File: src/rtl/mole_game_ctrl.sv
// Whack-a-Mole game logic: spawns, ages and scores moles in 9 holes and runs the game timer.
// Drives the registered map/score buses consumed by the display stage.
module mole_game_ctrl #(
    parameter int TICK_DIV    = 10_000_000,
    parameter int SPAWN_TICKS = 8,
    parameter int LIFE_TICKS  = 12,
    parameter int GAME_TICKS  = 300,
    parameter int MAX_MOLES   = 3
) (
    input  logic       clk,
    input  logic       rst,
    input  logic       start,
    input  logic [8:0] hit,
    output logic [8:0] map,
    output logic [3:0] score,
    output logic       playing,
    output logic       game_over
);

    localparam int              TW         = $clog2(TICK_DIV);
    localparam logic [TW-1:0]   TICK_LAST  = TW'(TICK_DIV - 1);
    localparam logic [7:0]      SPAWN_LAST = 8'(SPAWN_TICKS - 1);
    localparam logic [7:0]      LIFE_INIT  = 8'(LIFE_TICKS);
    localparam logic [15:0]     GAME_END   = 16'(GAME_TICKS);
    localparam logic [3:0]      MOLE_CAP   = 4'(MAX_MOLES);

    typedef enum logic [1:0] {IDLE, PLAY, OVER} state_t;

    state_t        state, state_next;
    logic [TW-1:0] tick_cnt, tick_cnt_next;
    logic [7:0]    spawn_cnt, spawn_cnt_next;
    logic [15:0]   game_cnt, game_cnt_next;
    logic [7:0]    life [9];
    logic [7:0]    life_next [9];
    logic [8:0]    map_next;
    logic [3:0]    score_next;
    logic [15:0]   lfsr;

    logic          tick;
    logic [8:0]    hit_eff;
    logic [8:0]    expire;
    logic          spawn_go;
    logic [3:0]    cand;
    logic [4:0]    idx5;
    logic [3:0]    idx;
    logic          found;
    logic [8:0]    spawn_oh;
    logic [4:0]    score_sum;

    function automatic logic [3:0] popcount9(input logic [8:0] v);
        logic [3:0] n;
        n = '0;
        for (int i = 0; i < 9; i++) n = n + {3'b000, v[i]};
        return n;
    endfunction

    // All occupancy decisions look at map as it stood at the start of the cycle,
    // so holes being hit or expiring this cycle still count as taken.
    always_comb begin
        tick     = (tick_cnt == TICK_LAST);
        hit_eff  = hit & map;
        expire   = '0;
        for (int i = 0; i < 9; i++)
            expire[i] = tick && map[i] && (life[i] == 8'd1) && !hit_eff[i];
        spawn_go = tick && (spawn_cnt == SPAWN_LAST) && (popcount9(map) < MOLE_CAP);
    end

    always_comb begin
        cand     = (lfsr[3:0] >= 4'd9) ? (lfsr[3:0] - 4'd9) : lfsr[3:0];
        spawn_oh = '0;
        found    = 1'b0;
        idx5     = '0;
        idx      = '0;
        for (int j = 0; j < 9; j++) begin
            idx5 = {1'b0, cand} + 5'(j);
            if (idx5 >= 5'd9) idx5 = idx5 - 5'd9;
            idx = idx5[3:0];
            if (!found && !map[idx]) begin
                spawn_oh[idx] = 1'b1;
                found         = 1'b1;
            end
        end
    end

    always_comb begin
        state_next     = state;
        tick_cnt_next  = tick_cnt;
        spawn_cnt_next = spawn_cnt;
        game_cnt_next  = game_cnt;
        map_next       = map;
        score_next     = score;
        life_next      = life;
        score_sum      = '0;
        case (state)
            IDLE, OVER: begin
                if (start) begin
                    state_next     = PLAY;
                    tick_cnt_next  = '0;
                    spawn_cnt_next = '0;
                    game_cnt_next  = '0;
                    map_next       = '0;
                    score_next     = '0;
                    for (int i = 0; i < 9; i++) life_next[i] = '0;
                end
            end
            PLAY: begin
                tick_cnt_next = tick ? '0 : tick_cnt + TW'(1);
                score_sum     = {1'b0, score} + {1'b0, popcount9(hit_eff)};
                score_next    = score_sum[4] ? 4'd15 : score_sum[3:0];
                for (int i = 0; i < 9; i++) begin
                    if (hit_eff[i])
                        life_next[i] = '0;
                    else if (tick && map[i])
                        life_next[i] = life[i] - 8'd1;
                end
                if (tick) begin
                    game_cnt_next  = game_cnt + 16'd1;
                    spawn_cnt_next = (spawn_cnt == SPAWN_LAST) ? '0 : spawn_cnt + 8'd1;
                end
                map_next = map & ~hit_eff & ~expire;
                if (spawn_go) begin
                    map_next = map_next | spawn_oh;
                    for (int i = 0; i < 9; i++)
                        if (spawn_oh[i]) life_next[i] = LIFE_INIT;
                end
                // Hits this cycle are already folded into score_next before the end check.
                if ((tick && (game_cnt_next == GAME_END)) || (score_next == 4'd15)) begin
                    state_next = OVER;
                    map_next   = '0;
                end
            end
            default: state_next = IDLE;
        endcase
    end

    always_ff @(posedge clk) begin
        if (!rst) begin
            state     <= IDLE;
            tick_cnt  <= '0;
            spawn_cnt <= '0;
            game_cnt  <= '0;
            map       <= '0;
            score     <= '0;
            playing   <= 1'b0;
            game_over <= 1'b0;
            lfsr      <= 16'hACE1;
            for (int i = 0; i < 9; i++) life[i] <= '0;
        end else begin
            state     <= state_next;
            tick_cnt  <= tick_cnt_next;
            spawn_cnt <= spawn_cnt_next;
            game_cnt  <= game_cnt_next;
            map       <= map_next;
            score     <= score_next;
            playing   <= (state_next == PLAY);
            game_over <= (state_next == OVER);
            lfsr      <= {lfsr[14:0], lfsr[15] ^ lfsr[13] ^ lfsr[12] ^ lfsr[10]};
            life      <= life_next;
        end
    end

endmodule

File: config.mk
export PLATFORM = sky130hd
export DESIGN_NAME = mole_game_ctrl
export DESIGN_NICKNAME = d
export VERILOG_FILES = /design/src/rtl/mole_game_ctrl.sv
export SDC_FILE = /design/constraint.sdc
export NUM_CORES = 1
export LEC_CHECK = 0
export CORE_UTILIZATION = 60
export CTS_BUF_LIST = sky130_fd_sc_hd__clkbuf_8
export CTS_CLUSTER_SIZE = 10
export DETAILED_ROUTE_END_ITERATION = 8
export DONT_BUFFER_PORTS = 1
export PLACE_DENSITY = 0.76
export SLEW_MARGIN = 20
export SYNTH_ARGS = -nofsm -noshare
export SYNTH_HDL_FRONTEND = slang
export SYNTH_SLANG_ARGS = --single-unit
export TNS_END_PERCENT = 5
File: constraint.sdc
create_clock -name clk -period 7 [get_ports clk]
set_clock_uncertainty 0.15 [all_clocks]
set_input_delay 0.35 -clock clk [delete_from_list [all_inputs] [get_ports clk]]
set_output_delay 0.35 -clock clk [all_outputs]
set_load 0.02 [all_outputs]
==> results.json <==
{
  "rsz0062_at_grt": "no",
  "cp_common_cell": "buf_4",
  "synth.yosys.warnings": 0,
  "core_sq_um": 21900,
  "min_to": "lfsr[10]",
  "globalplace.congestion": 1.03,
  "place.port_buffers": 0,
  "cts_buffers": 17,
  "crit_fanout": 47,
  "clkTransAtPathRegs_ns": 0.09,
  "place_area_sq_um": 13800,
  "synth_top_family_by_area": "simple AND/OR/NAND/NOR gates",
  "num_vias": 14600,
  "synth_edf_count": 0,
  "yosysSeqAreaShare_pct": 22.8,
  "grt_max_degree": 51,
  "first_iter_violations": 1752,
  "cap_violations": 0,
  "clk-insertion-delay-late_ns": 0.49,
  "synth-xor-area-share_pct": 2.99,
  "synthMuxAreaShare_pct": 2.78,
  "htreeDepth": 4,
  "relSlewSlack_pct": 36.8,
  "cts_hold_buf": 4,
  "start_kind": "flip-flop",
  "r2r_start": "lfsr[1]",
  "dieArea_sq_um": 23000,
  "critPathMaxStageDelay_ns": 0.71,
  "cts_resized": 0,
  "clock_path_buffers": 2,
  "grt_overflow": 0,
  "synth_compound_area_share_pct": 27.3,
  "drive_gt1_share_pct": 9.40,
  "antenna_found_initial": 0,
  "crit_path_start": "lfsr[1]",
  "postCtsSetupBuffers": 0,
  "power.density_nw_per_um2": 193,
  "hold_viol": 0,
  "synth-seq-cells": 153,
  "synth-main-ff-cell": "dfxtp_1",
  "finalCriticalPeriod_ns": 6.58,
  "p_leak_nw": 5.14,
  "reg2reg_to": "life[41]",
  "timing.final.ws_setup_ns": 0.419,
  "syn_to_final_growth_pct": 5.85,
  "synth_fa_ha_area_share_pct": 6.49,
  "synth_area_sq_um": 13400,
  "crit_required_ns": 7.20,
  "ys_types": 116,
  "finalPower_mw": 2.74,
  "start_util_pct": 61.3,
  "cts_root_buffer": "clkbuf_8",
  "max_freq_mhz": 152,
  "drc": 0,
  "status": "finished, final reports clean",
  "reg2regPathDepth": 20,
  "final-setup-viol-count": 0,
  "tightest_slew_ns": 0.938,
  "path_cells": "inv_1, ha_1, buf_4, nor3b_2, o211a_1, buf_4, ha_1, nor2_1, a311oi_1, o311ai_1, nand2b_1, a21oi_1, a222oi_1, buf_4, or4_1, or4_1, o22ai_2, o31ai_4, a31oi_1, o32ai_1",
  "wire_per_inst_um": 21.2,
  "crit_path_end_kind": "flip-flop",
  "finalCritPeriodShare_pct": 94.0,
  "min_from": "rst",
  "syn_nets": 1925,
  "nNetsFinal": 1902,
  "fp.dieW_um": 152,
  "grt_first_pass_wirelength_um": 69800,
  "routed_wl_um": 45000,
  "antenna_cells": 0,
  "dpl.hpwl_um": 32600,
  "via_per_inst": 6.90,
  "min_path_cells": 2,
  "final_cells": 2120,
  "drt_pass1_iterations": 8,
  "grt_usage_pct": 39.1,
  "holdCritPathClass": "input pin to flip-flop",
  "synth-async-reset-ratio_pct": 0,
  "crit_arrival_ns": 6.78,
  "yosys.area_share.simple_pct": 31.9,
  "avgSynthCellArea_sq_um": 7.25,
  "nFillCells": 1976,
  "clock-sinks": 153,
  "dp.cells": 2084,
  "boundaryPins": 27,
  "r2r_setup_slack_ns": 0.42,
  "slew_violations": 0,
  "worstSetupPathType": "flip-flop to flip-flop",
  "rows": 54,
  "place_ws_ns": 0.594,
  "syn_inst": 1850,
  "cp_slowest_cell": "or4_1",
  "die_h_um": 152,
  "cts_tree": "built",
  "fin_setup_tns_ns": 0,
  "grt_pass1_vias": 13000,
  "ant_nets": 0,
  "fin_area_sq_um": 14200,
  "peakVddDrop_v": 0.000128
}
per-layer routing:
metal	up-vias	routed length (um)	global-route usage, %
li1	6833	-	-
met1	6780	18300	51.8
met2	861	20000	61.1
met3	144	5000	8.35
met4	0	1690	16.7
met5	-	0	0
placed cells by master, fill, tap and decap left out, drive strengths merged, types with 23 or more instances in the layout:
master  instances
a21oi         113
a31oi          37
and2           26
buf            64
dfxtp         153
ha             52
inv            81
mux2i          26
nand2         218
nand2b         35
nand3          99
nand4          33
nor2          175
nor3           88
nor4           37
o21ai         111
o22ai          30
or2            23
xnor2          26
state kept, by name, indices dropped and copies added, names as in the netlist:
name and flops:
game_cnt 16, score 4, life 72, lfsr 16
map 9, state 2, game_over 1, tick_cnt 24
spawn_cnt 8, playing 1
worst max path at each step:
stage | to | cells after the start
2_1_floorplan | life[41] | 25
3_3_place_gp | life[9] | 20
3_5_place_dp | life[8] | 18
4_1_cts | life[9] | 18
5_1_grt | life[17] | 19
6_report | life[41] | 20
layout make-up:
| cell class | instances | area (sq um) | share of cell area [%] |
|---|---|---|---|
| inverters | 72 | 270 | 1.90 |
| repair buffers | 67 | 523 | 3.68 |
| multi-input cells | 1516 | 9600 | 67.6 |
| flip-flops and latches | 153 | 3060 | 21.6 |
| clock inverters | 15 | 154 | 1.08 |
| clock buffers | 17 | 234 | 1.65 |
| well taps | 280 | 350 | 2.47 |
stage by stage:
step	util [%]	hold WS (ns)
finish	64.9	0.0367
floorplan	-	0.236
detailed placement	62.9	0.251
global placement	62.9	0.240
CTS	64.9	0.00926
global route	64.9	0.0220
cells in the mapped netlist, types with 8 or more instances:
cell type,n,share of area [%]
or3_1,21,0.98
o22ai_1,29,1.4
o211ai_1,17,0.95
mux2i_1,26,1.9
and2_1,25,1.2
a21oi_1,112,4.2
o31ai_1,14,0.78
a221oi_1,15,0.98
xnor2_1,25,1.6
or2_2,18,0.84
or4_1,11,0.62
a22oi_1,14,0.78
clkbuf_1,71,2.0
inv_1,68,1.9
nand4b_1,8,0.52
buf_2,18,0.67
nand2b_1,35,1.6
dfxtp_1,153,23
nand4_1,33,1.5
o21ai_1,20,0.75
nor2b_1,21,0.98
a311oi_1,10,0.65
a41oi_1,8,0.52
fa_1,11,1.6
a31oi_1,35,1.6
nor3_1,86,3.2
ha_1,52,4.9
a21o_1,14,0.78
a211oi_1,16,0.90
o21a_1,10,0.56
nand3_1,99,3.7
o32ai_1,8,0.52
nor2_1,175,4.9
nand2_1,218,6.1
o21ai_0,89,3.3
nor4_1,36,1.7
and3_1,22,1.0
xor2_1,19,1.2
worst max-delay path, delay by kind of cell, from the launching register on:
| family | cells | cell delay, ns |
|---|---|---|
| AOI/OAI and AO/OA | 9 | 2.07 |
| adders and majority gates | 2 | 0.71 |
| buffers and inverters | 4 | 1.07 |
| DFF | 1 | 0.40 |
| and+or+nand+nor | 5 | 2.05 |
kinds of logic (layout without fill, tap and decap cells):
logic type / count (synthesis) / count (layout)
adders and majority gates: 63 / 63
DFF: 153 / 153
and+or+nand+nor: 851 / 851
xor gates and xnor gates: 45 / 45
AOI/OAI and AO/OA: 522 / 522
buffers and inverters: 181 / 171
muxes: 35 / 35
report_power, final:
group / switching, mW / internal, mW / leakage, nW
Combinational: 0.791 / 0.382 / 3.70
Sequential: 0.0135 / 0.879 / 1.24
Clock: 0.410 / 0.268 / 0.197
No activity file was read; power rests on OpenSTA's default activity.
